File: config.mk
export PLATFORM = sky130hd
export DESIGN_NAME = xor_memory_port_scheduler
export DESIGN_NICKNAME = d
export VERILOG_FILES = /design/src/rtl/xor_mem_pkg.sv /design/src/rtl/xor_mem_conflict_arbiter.sv /design/src/rtl/xor_memory_port_scheduler.sv
export SDC_FILE = /design/constraint.sdc
export NUM_CORES = 1
export LEC_CHECK = 0
export CORE_AREA = 2 2 430 432
export DETAILED_ROUTE_END_ITERATION = 6
export DIE_AREA = 0 0 432 434
export HOLD_SLACK_MARGIN = 0.02
export PLACE_DENSITY = 0.34
export SYNTH_ARGS = -nofsm -noshare
export SYNTH_HDL_FRONTEND = slang
export SYNTH_SLANG_ARGS = --single-unit
File: constraint.sdc
create_clock -name clk -period 2.88 [get_ports clk]
set_input_delay 0.288 -clock clk [delete_from_list [all_inputs] [get_ports clk]]
set_output_delay 0.288 -clock clk [all_outputs]
set_load 0.005 [all_outputs]
File: src/rtl/xor_mem_pkg.sv
// Shared types and defaults for the XOR memory front-end.
// State enum, address-width helper and default geometry.
package xor_mem_pkg;

  localparam int XM_PORTS = 4;
  localparam int XM_DEPTH = 512;
  localparam int XM_WIDTH = 64;

  typedef enum logic {
    INIT,
    RUN
  } sched_state_t;

  // bits needed to represent n (at least 1)
  function automatic int log2(input int n);
    int r;
    r = 1;
    while ((n >> r) != 0) r++;
    return r;
  endfunction

endpackage

File: src/rtl/xor_mem_conflict_arbiter.sv
// Same-cycle write-write conflict resolution.
// One winner per address, priority rotated from ptr.
module xor_mem_conflict_arbiter
  import xor_mem_pkg::*;
#(
  parameter int PORTS = XM_PORTS,
  parameter int AW    = 9,
  parameter int PW    = 2
) (
  input  logic [PORTS-1:0]    valid,
  input  logic [PORTS-1:0]    wr,
  input  logic [PORTS*AW-1:0] addr,
  input  logic [PW-1:0]       ptr,
  output logic [PORTS-1:0]    wr_grant
);

  function automatic int rank(input int x, input int base);
    return (x + PORTS - base) % PORTS;
  endfunction

  always_comb begin
    wr_grant = valid & wr;
    for (int p = 0; p < PORTS; p++) begin
      for (int q = 0; q < PORTS; q++) begin
        if (q != p && valid[q] && wr[q] &&
            addr[q*AW +: AW] == addr[p*AW +: AW] &&
            rank(q, int'(ptr)) < rank(p, int'(ptr)))
          wr_grant[p] = 1'b0;
      end
    end
  end

endmodule

File: src/rtl/xor_memory_port_scheduler.sv
// Front-end scheduler for the multi-port XOR memory: zero sweep,
// conflict/RAW gating, registered memory drive. Macro: XOR_SCHED_RR_EN.
module xor_memory_port_scheduler
  import xor_mem_pkg::*;
#(
  parameter int PORTS        = XM_PORTS,
  parameter int DEPTH        = XM_DEPTH,
  parameter int WIDTH        = XM_WIDTH,
  parameter int LOG2_DEPTH   = log2(DEPTH - 1),
  parameter int READ_LATENCY = 1
) (
  input  logic                        clk,
  input  logic                        rst_n,
  input  logic [PORTS-1:0]            req_valid,
  output logic [PORTS-1:0]            req_ready,
  input  logic [PORTS-1:0]            req_wr,
  input  logic [PORTS*LOG2_DEPTH-1:0] req_addr,
  input  logic [PORTS*WIDTH-1:0]      req_d,
  output logic [PORTS-1:0]            rsp_valid,
  output logic [PORTS*WIDTH-1:0]      rsp_q,
  output logic [PORTS-1:0]            mem_wr,
  output logic [PORTS*LOG2_DEPTH-1:0] mem_addr,
  output logic [PORTS*WIDTH-1:0]      mem_d,
  input  logic [PORTS*WIDTH-1:0]      mem_q,
  output logic                        init_done
);

  localparam int AW    = LOG2_DEPTH;
  localparam int PW    = log2(PORTS - 1);
  localparam int SWEEP = DEPTH / PORTS;
  localparam logic [AW-1:0] K_LAST = AW'(SWEEP - 1);

  sched_state_t state_q, state_d;
  logic [AW-1:0]                  k_q;
  logic [PORTS-1:0]               hz_vld_q;
  logic [PORTS*AW-1:0]            hz_addr_q;
  logic [READ_LATENCY:0][PORTS-1:0] pipe_q;
  logic [PW-1:0]                  ptr;
  logic [PORTS-1:0]               wr_grant;
  logic [PORTS-1:0]               raw_hit;
  logic [PORTS-1:0]               gnt;

  xor_mem_conflict_arbiter #(
    .PORTS(PORTS),
    .AW   (AW),
    .PW   (PW)
  ) u_arb (
    .valid   (req_valid),
    .wr      (req_wr),
    .addr    (req_addr),
    .ptr     (ptr),
    .wr_grant(wr_grant)
  );

  always_comb begin
    state_d   = state_q;
    req_ready = '0;
    raw_hit   = '0;
    for (int p = 0; p < PORTS; p++) begin
      for (int q = 0; q < PORTS; q++) begin
        if (hz_vld_q[q] &&
            hz_addr_q[q*AW +: AW] == req_addr[p*AW +: AW])
          raw_hit[p] = 1'b1;
      end
    end
    unique case (state_q)
      INIT: if (k_q == K_LAST) state_d = RUN;
      RUN:  req_ready = req_valid &
                        ((req_wr & wr_grant) | (~req_wr & ~raw_hit));
      default: ;
    endcase
  end

  assign gnt       = req_valid & req_ready;
  assign init_done = (state_q == RUN);
  assign rsp_valid = pipe_q[READ_LATENCY];
  assign rsp_q     = mem_q;

  always_ff @(posedge clk) begin
    if (!rst_n) begin
      state_q   <= INIT;
      k_q       <= '0;
      mem_wr    <= '0;
      mem_addr  <= '0;
      mem_d     <= '0;
      hz_vld_q  <= '0;
      hz_addr_q <= '0;
      pipe_q    <= '0;
    end else begin
      state_q <= state_d;
      pipe_q  <= {pipe_q[READ_LATENCY-1:0], gnt & ~req_wr};
      if (state_q == INIT) begin
        k_q      <= k_q + 1'b1;
        mem_wr   <= '1;
        mem_d    <= '0;
        hz_vld_q <= '0;
        for (int p = 0; p < PORTS; p++)
          mem_addr[p*AW +: AW] <= AW'(int'(k_q) * PORTS + p);
      end else begin
        mem_wr   <= gnt & req_wr;
        hz_vld_q <= gnt & req_wr;
        for (int p = 0; p < PORTS; p++) begin
          if (gnt[p]) begin
            mem_addr[p*AW +: AW]    <= req_addr[p*AW +: AW];
            mem_d[p*WIDTH +: WIDTH] <= req_d[p*WIDTH +: WIDTH];
            hz_addr_q[p*AW +: AW]   <= req_addr[p*AW +: AW];
          end
        end
      end
    end
  end

`ifdef XOR_SCHED_RR_EN
  logic [PW-1:0]    ptr_q, ptr_d;
  logic [PORTS-1:0] lost, won;

  // next pointer follows the top-ranked winner of any conflict
  always_comb begin
    lost  = {PORTS{state_q == RUN}} & req_valid & req_wr & ~wr_grant;
    won   = '0;
    ptr_d = ptr_q;
    for (int p = 0; p < PORTS; p++) begin
      for (int q = 0; q < PORTS; q++) begin
        if (lost[q] && gnt[p] && req_wr[p] &&
            req_addr[q*AW +: AW] == req_addr[p*AW +: AW])
          won[p] = 1'b1;
      end
    end
    for (int r = PORTS - 1; r >= 0; r--) begin
      if (won[(int'(ptr_q) + r) % PORTS])
        ptr_d = PW'(((int'(ptr_q) + r) % PORTS + 1) % PORTS);
    end
  end

  always_ff @(posedge clk) begin
    if (!rst_n) ptr_q <= '0;
    else        ptr_q <= ptr_d;
  end

  assign ptr = ptr_q;
`else
  assign ptr = '0;
`endif

endmodule

==> results.md, run 1 <==
• outcome: completed
• final-report setup violation count: 0
• Placed Instances: 4674
• fraction of final layout cells with drive strength greater than 1: 14.4%
• post-synthesis sequential element count: 354
• TritonCTS Buffers: 52
• I/O Buffers: 606
• Final ANT Viol Nets: 0
• series of cell instances along the critical path: clkdlybuf4s50_1 -> buf_4 -> buf_4 -> buf_4 -> xor2_1 -> nor4_2 -> nand4_1 -> a41o_1 -> nand3_2 -> inv_4 -> clkdlybuf4s15_1
• worst hold path depth: 3
• worst-path fanout max: 5
• Unique masters post-synth: 42
• post-layout net count: 2905
• flip-flop cell with the highest count after synthesis: sky130_fd_sc_hd__dfxtp_1
• final count of hold timing violations: 0
• Period Utilization, post-route: 97.6%
• worst setup path start: req_addr[4]
• PwrDens: 462 mW/mm²
• most frequent cells in the layout: sky130_fd_sc_hd__clkdlybuf4s50_1, sky130_fd_sc_hd__dfxtp_1, sky130_fd_sc_hd__nor2_1
• Period minus WS final: 2.81 ns
• largest net degree at the start of global routing: 69
• Skew-Pair Late Insertion Delay: 0.67 ns
• leading cell type in the layout, fill and taps excluded: sky130_fd_sc_hd__clkdlybuf4s50_1
• fraction of synthesis flops using an asynchronous set or reset pin: 0%
• starting density of the core: 9.46%
• synth warn: 0
• delay contributed by the slowest stage of the critical path: 0.42 ns
• clock-pin transition on the worst setup and hold timing paths: 0.06 ns
• critical path endpoint category: output port
• terminating pin of the worst hold path: mem_d[172]
• syn_nets: 2470
• synthesis-to-layout area growth: 60.3%
• initial detailed-routing violation count: 730
• number of enable-type register cells in the synthesized netlist: 0
• TritonCTS clock tree: yes
• GP Congestion: 0.881
• standard cell with the maximum stage delay on the critical path: sky130_fd_sc_hd__clkdlybuf4s50_1
• crit path buf inv count: 6
• Mapped Cells: 1911
• total of max-cap violations: 0
• post-detailed-route DRC marker count: 0
• Worst R2R Start: hz_addr_q[24]
• sequential fraction of the synthesis area: 41.0%
• worst hold path class: primary input to flop
• FMAX: 356 MHz
• cell mode on critical path: sky130_fd_sc_hd__buf_4
• endpoint of the most critical register-to-register path: mem_addr[17]
• sum of net half-perimeters after detailed placement: 80300 µm
• final slew viol count: 0
• Peak supply drop: 426 µV
• worst-case headroom to the max-slew limit: 37.7%
• clock root cell: sky130_fd_sc_hd__clkbuf_16
• gr usage total: 10.3%
• first drt pass iteration count: 5
• hold_sp: req_d[172]
• horizontal extent of the die: 432 µm
• post-DR vias/cell: 3.13
• FP Rows: 157
• initial antenna violation count: 12
• total gr overflow: 0
• type of element launching the critical path: primary input
• total vias in the final route: 14923
• number of global-route vias before repair: 15507
• Slew @ Worst Pin: 0.924 ns
• overall die height: 434 µm
• Crit path max-delay family: buffers and inverters
• Clock Skew: 0.0706 ns
• Post-Route WL: 101000 µm
• IO Pins: 1119
• number of H-tree levels: 2
• average instance area after synthesis: 9.04 µm²
• Final Cell Area: 0.0277 mm²
• Clock Tree Buf Depth: 3
• area of the die: 0.187 mm²
• first-pass GRT wire length: 135000 µm
• leakage power total: 9.25 nW
• placed cell areas: 0.0257 mm²
• average wire length per cell after detail routing: 21.1 µm
• FF-to-FF setup slack: 0.25 ns
• data arrival at the endpoint of the critical path: 2.52 ns
• post-synthesis cell area: 0.0173 mm²
• Num Clock Sinks: 354
• Hold Buf Count CTS: 0
• Crit Path Category: primary input to output port
• data required time at the worst endpoint: 2.59 ns
• area inside the core boundary: 0.182 mm²
• final std cells w/o fill: 4774
• number of cell instances on the worst register-to-register path: 11
## where the power goes
part | total (W) | switching (W) | internal (W)
Clock | 0.00681 | 0.00273 | 0.00408
Sequential | 0.00493 | 0.0000205 | 0.00491
Combinational | 0.00106 | 0.000422 | 0.000638
## cells in the mapped netlist, drive strengths merged (13+ instances only)
cell type,n,area (µm²)
buf,362,2560
dfxtp,354,7090
nor2,223,837
mux2i,213,2130
a21oi,127,636
xnor2,111,972
nand3,92,460
xor2,92,806
clkbuf,76,285
o21ai,76,380
nand2,33,124
nand4,33,206
nor4,26,163
a31oi,16,100
nor3,13,65.1
## worst min-delay path: stages
cell and delay, ns:
sky130_fd_sc_hd__clkdlybuf4s50_1 0.40, sky130_fd_sc_hd__nand3_1 0.06, sky130_fd_sc_hd__a21oi_1 0.05
## final cells by class
type | instances | area, µm²
Antenna cell | 1 | 2.50
Clock buffer | 70 | 1480
Clock inverter | 26 | 349
Fill cell | 20475 | 155000
Inverter | 4 | 18.8
Multi-Input combinational cell | 1115 | 7450
Sequential cell | 354 | 7120
Tap cell | 2385 | 2980
Timing Repair Buffer | 819 | 8290
## state kept, by name (all words and copies together) (netlist names)
| name | cells |
|---|---|
| mem_d | 256 |
| hz_addr_q | 36 |
| mem_addr | 36 |
| k_q | 9 |
| hz_vld_q | 4 |
| mem_wr | 4 |
| pipe_q | 4 |
| rsp_valid | 4 |
| init_done | 1 |
## worst max-delay path by stage
stage | slack, ns | cells past startpoint | to
6_report | 0.07 | 11 | req_ready[0]
5_1_grt | -0.009 | 8 | req_ready[2]
4_1_cts | -0.16 | 8 | req_ready[2]
3_5_place_dp | -0.45 | 8 | req_ready[2]
3_3_place_gp | -0.49 | 9 | req_ready[2]
2_1_floorplan | 0.75 | 10 | req_ready[3]
## per-stage QoR
| stage | power [W] | hold WS, ns | setup WS [ns] | setup TNS, ns | utilization, % |
|---|---|---|---|---|---|
| finish | 0.0128 | 0.217 | 0.0687 | 0 | 15.2 |
| global route | 0.0134 | 0.178 | -0.00864 | -0.0133 | 15.2 |
| CTS | 0.0131 | 0.151 | -0.164 | -0.164 | 15.1 |
| detailed placement | 0.00611 | 0.427 | -0.448 | -36.88 | 14.1 |
| global placement | 0.00612 | 0.433 | -0.488 | -39.33 | 14.1 |
| floorplan | 0.00561 | 0.364 | 0.746 | 0 | - |
## metal layers
layer  global-route usage, %  share of wire (%)
met1                    11.1                 37
met2                    17.9                 50
met4                    5.01                4.8
met3                    3.60                8.3
met5                   0.572               0.19
## kinds of logic after synthesis
family,share of synthesized area (%)
buf+inv,16.5
simple gates,12.2
flops,41.0
mux,12.3
xor+xnor,10.3
compound gates,7.56
fa+ha+maj,0.0724
## repair_timing
| item | 4_1_cts | 5_1_grt |
|---|---|---|
| setup buffers | 3 | 1 |
| resized for setup | 36 | 15 |
| setup endpoints to repair | 4 | 4 |
| gates cloned | 0 | 0 |
| pin swaps | 14 | 10 |
Power figures use the tool's default switching activity.
==> inputs of run 2 (changes only) <==
CTS_CLUSTER_DIAMETER = 80   (was not set)
==> run 2 against run 1 <==
Effect of this change: clock-buffer cell count is 2 lower; final area is 0.33% lower; sequential power hardly changed; clock power is 3.4% lower; total power is 1.8% lower; largest cell class unchanged; highest routed layer unchanged.
==> results.md, run 2 (synthesis results as in run 1) <==
• outcome: completed
• Power, Total: 0.0126 W, -1.8%
• area inside the core boundary: 0.182 mm², unchanged
• data arrival at the endpoint of the critical path: 2.54 ns, +0.02 ns
• placement-stage worst setup slack: -0.448 ns, unchanged
• overall die height: 434 µm, unchanged
• Largest regs: mem_d x256, hz_addr_q x36, mem_addr x36
• standard cell with the maximum stage delay on the critical path: sky130_fd_sc_hd__clkdlybuf4s50_1
• clock-pin transition on the worst setup and hold timing paths: 0.06 ns, about the same
• Final Cell Area: 0.0276 mm², -0.33%
• GP Congestion: 0.881, unchanged
• post-detailed-route DRC marker count: 0, unchanged
• post-layout net count: 2906, +0.034%
• clock root cell: sky130_fd_sc_hd__clkbuf_16
• Final ANT Viol Nets: 0, unchanged
• total of max-cap violations: 0, unchanged
• post-route worst setup slack: 0.0525 ns, -0.0162 ns
• setup repair after global routing missed its margin: true
• Num Clock Sinks: 354, unchanged
• post-DR vias/cell: 3.12, -0.22%
• first-pass GRT wire length: 135000 µm, about the same
• initial detailed-routing violation count: 658, -9.9%
• I/O Buffers: 606, unchanged
• PwrDens: 456 mW/mm², -1.5%
• Slew @ Worst Pin: 0.959 ns, +0.0344 ns
• FP Rows: 157, unchanged
• first drt pass iteration count: 5, unchanged
• Crit path max-delay family: buffers and inverters
• Period minus WS final: 2.83 ns, +0.0162 ns
• series of cell instances along the critical path: clkdlybuf4s50_1 -> buf_4 -> buf_4 -> buf_4 -> xor2_1 -> nor4_2 -> nand4_1 -> a41o_1 -> nand3_2 -> inv_4 -> clkdlybuf4s15_2
• IO Pins: 1119, unchanged
• Post-Route WL: 101000 µm, about the same
• starting density of the core: 9.46%, unchanged
• final count of hold timing violations: 0, unchanged
• placed cell areas: 0.0257 mm², unchanged
• sum of net half-perimeters after detailed placement: 80300 µm, unchanged
• synthesis-to-layout area growth: 59.8%
• gr usage total: 10.3%, about the same
• cell mode on critical path: sky130_fd_sc_hd__buf_4
• total vias in the final route: 14884, -0.26%
• crit path buf inv count: 6, unchanged
• number of filler cells placed in the layout: 20489, +0.068%
• average wire length per cell after detail routing: 21.1 µm, about the same
• Clock Skew: 0.0873 ns, +0.0167 ns
• Peak supply drop: 457 µV, +7.4%
• leading cell type in the layout, fill and taps excluded: sky130_fd_sc_hd__clkdlybuf4s50_1
• TritonCTS clock tree: yes
• leakage power total: 9.19 nW, -0.63%
• worst hold path class: primary input to flop
• register containing the most flip-flops in the final layout: mem_d
• flip-flop count of the largest register after layout: 256, unchanged
• delay contributed by the slowest stage of the critical path: 0.42 ns, about the same
• fraction of final layout cells with drive strength greater than 1: 14.2%, -0.28 points
• number of global-route vias before repair: 15503, -0.026%
• largest net degree at the start of global routing: 69, unchanged
• final core utilization: 15.1%, -0.051 points
• final-report setup violation count: 0, unchanged
• data required time at the worst endpoint: 2.59 ns, about the same
• initial antenna violation count: 12, unchanged
• FMAX: 354 MHz, -0.57%
• worst-path fanout max: 5, unchanged
• Period Utilization, post-route: 98.2%, +0.56 points
• total gr overflow: 0, unchanged
• TritonCTS Buffers: 52, unchanged
• type of element launching the critical path: primary input
• most frequent cells in the layout: sky130_fd_sc_hd__clkdlybuf4s50_1, sky130_fd_sc_hd__dfxtp_1, sky130_fd_sc_hd__nor2_1
• Skew-Pair Late Insertion Delay: 0.69 ns, +0.02 ns
• final slew viol count: 0, unchanged
• Clock Tree Buf Depth: 3, unchanged
• critical path endpoint category: output port
• number of H-tree levels: 2, unchanged
• Crit Path Category: primary input to output port
• area of the die: 0.187 mm², unchanged
• horizontal extent of the die: 432 µm, unchanged
• worst-case headroom to the max-slew limit: 35.4%, -2.3 points
==> run 2: cell count changes in the layout (fill, tap and decap cells not counted), moves of 2 or more <==
cell,change
sky130_fd_sc_hd__clkbuf_8,-6
sky130_fd_sc_hd__clkinv_4,-3
sky130_fd_sc_hd__dfxtp_2,-2
sky130_fd_sc_hd__buf_4,+2
sky130_fd_sc_hd__clkinvlp_4,+3
sky130_fd_sc_hd__clkbuf_1,+4
==> run 2: final timing paths <==
path	to	from	cells after the start	slack, ns
max	req_ready[0]	req_addr[4]	11	0.05
min	mem_d[188]	req_d[188]	3	0.21
max reg2reg	mem_addr[17]	hz_addr_q[22]	11	0.27
min reg2reg	rsp_valid[3]	pipe_q[3]	1	0.44
==> run 2: tightest hold or removal path, stage by stage <==
cell	delay [ns]
sky130_fd_sc_hd__clkdlybuf4s50_1	0.40
sky130_fd_sc_hd__nand3_1	0.06
sky130_fd_sc_hd__a21oi_1	0.05
==> run 2: area by class of cell <==
type	instances	area, µm²	area share (%)
tap	2385	2980	10.8
antenna	1	2.50	0.00907
multi-input combinational	1115	7450	27.0
clock buffer	68	1410	5.11
clock inverter	25	325	1.18
inverter	4	18.8	0.0680
sequential	354	7120	25.8
timing repair buffer	820	8290	30.0
==> run 2: power by group <==
part | total, W | switching [W] | internal, W
sequential | 0.00493 | 0.0000206 | 0.00491
clock | 0.00658 | 0.00273 | 0.00385
combinational | 0.00106 | 0.000423 | 0.000638
total | 0.0126 | 0.00317 | 0.00940
==> run 2: repair_timing <==
| action | CTS | global route |
|---|---|---|
| pin swaps | 16 | 8 |
| hold buffers | 0 | 0 |
| gates resized for setup | 40 | 8 |
| setup buffers | 4 | 0 |
| setup endpoints to repair | 4 | 4 |
==> run 2: metrics by stage <==
step	cells	hold WS [ns]	TNS (ns)
2_1_floorplan	1911	0.364	0
3_3_place_gp	4674	0.433	-39.33
3_5_place_dp	4674	0.427	-36.88
6_report	4772	0.211	0
4_1_cts	4771	0.140	-0.176
5_1_grt	4772	0.176	-0.0313
==> run 2: routing by layer <==
layer  part of all wire (%)  track usage, %  up-vias
met3                    8.3            3.60      258
met2                     50            17.9      565
met4                    4.7            5.02       14
met1                     37            11.0     7041
li1                       -               -     7006
met5                   0.20           0.572        -
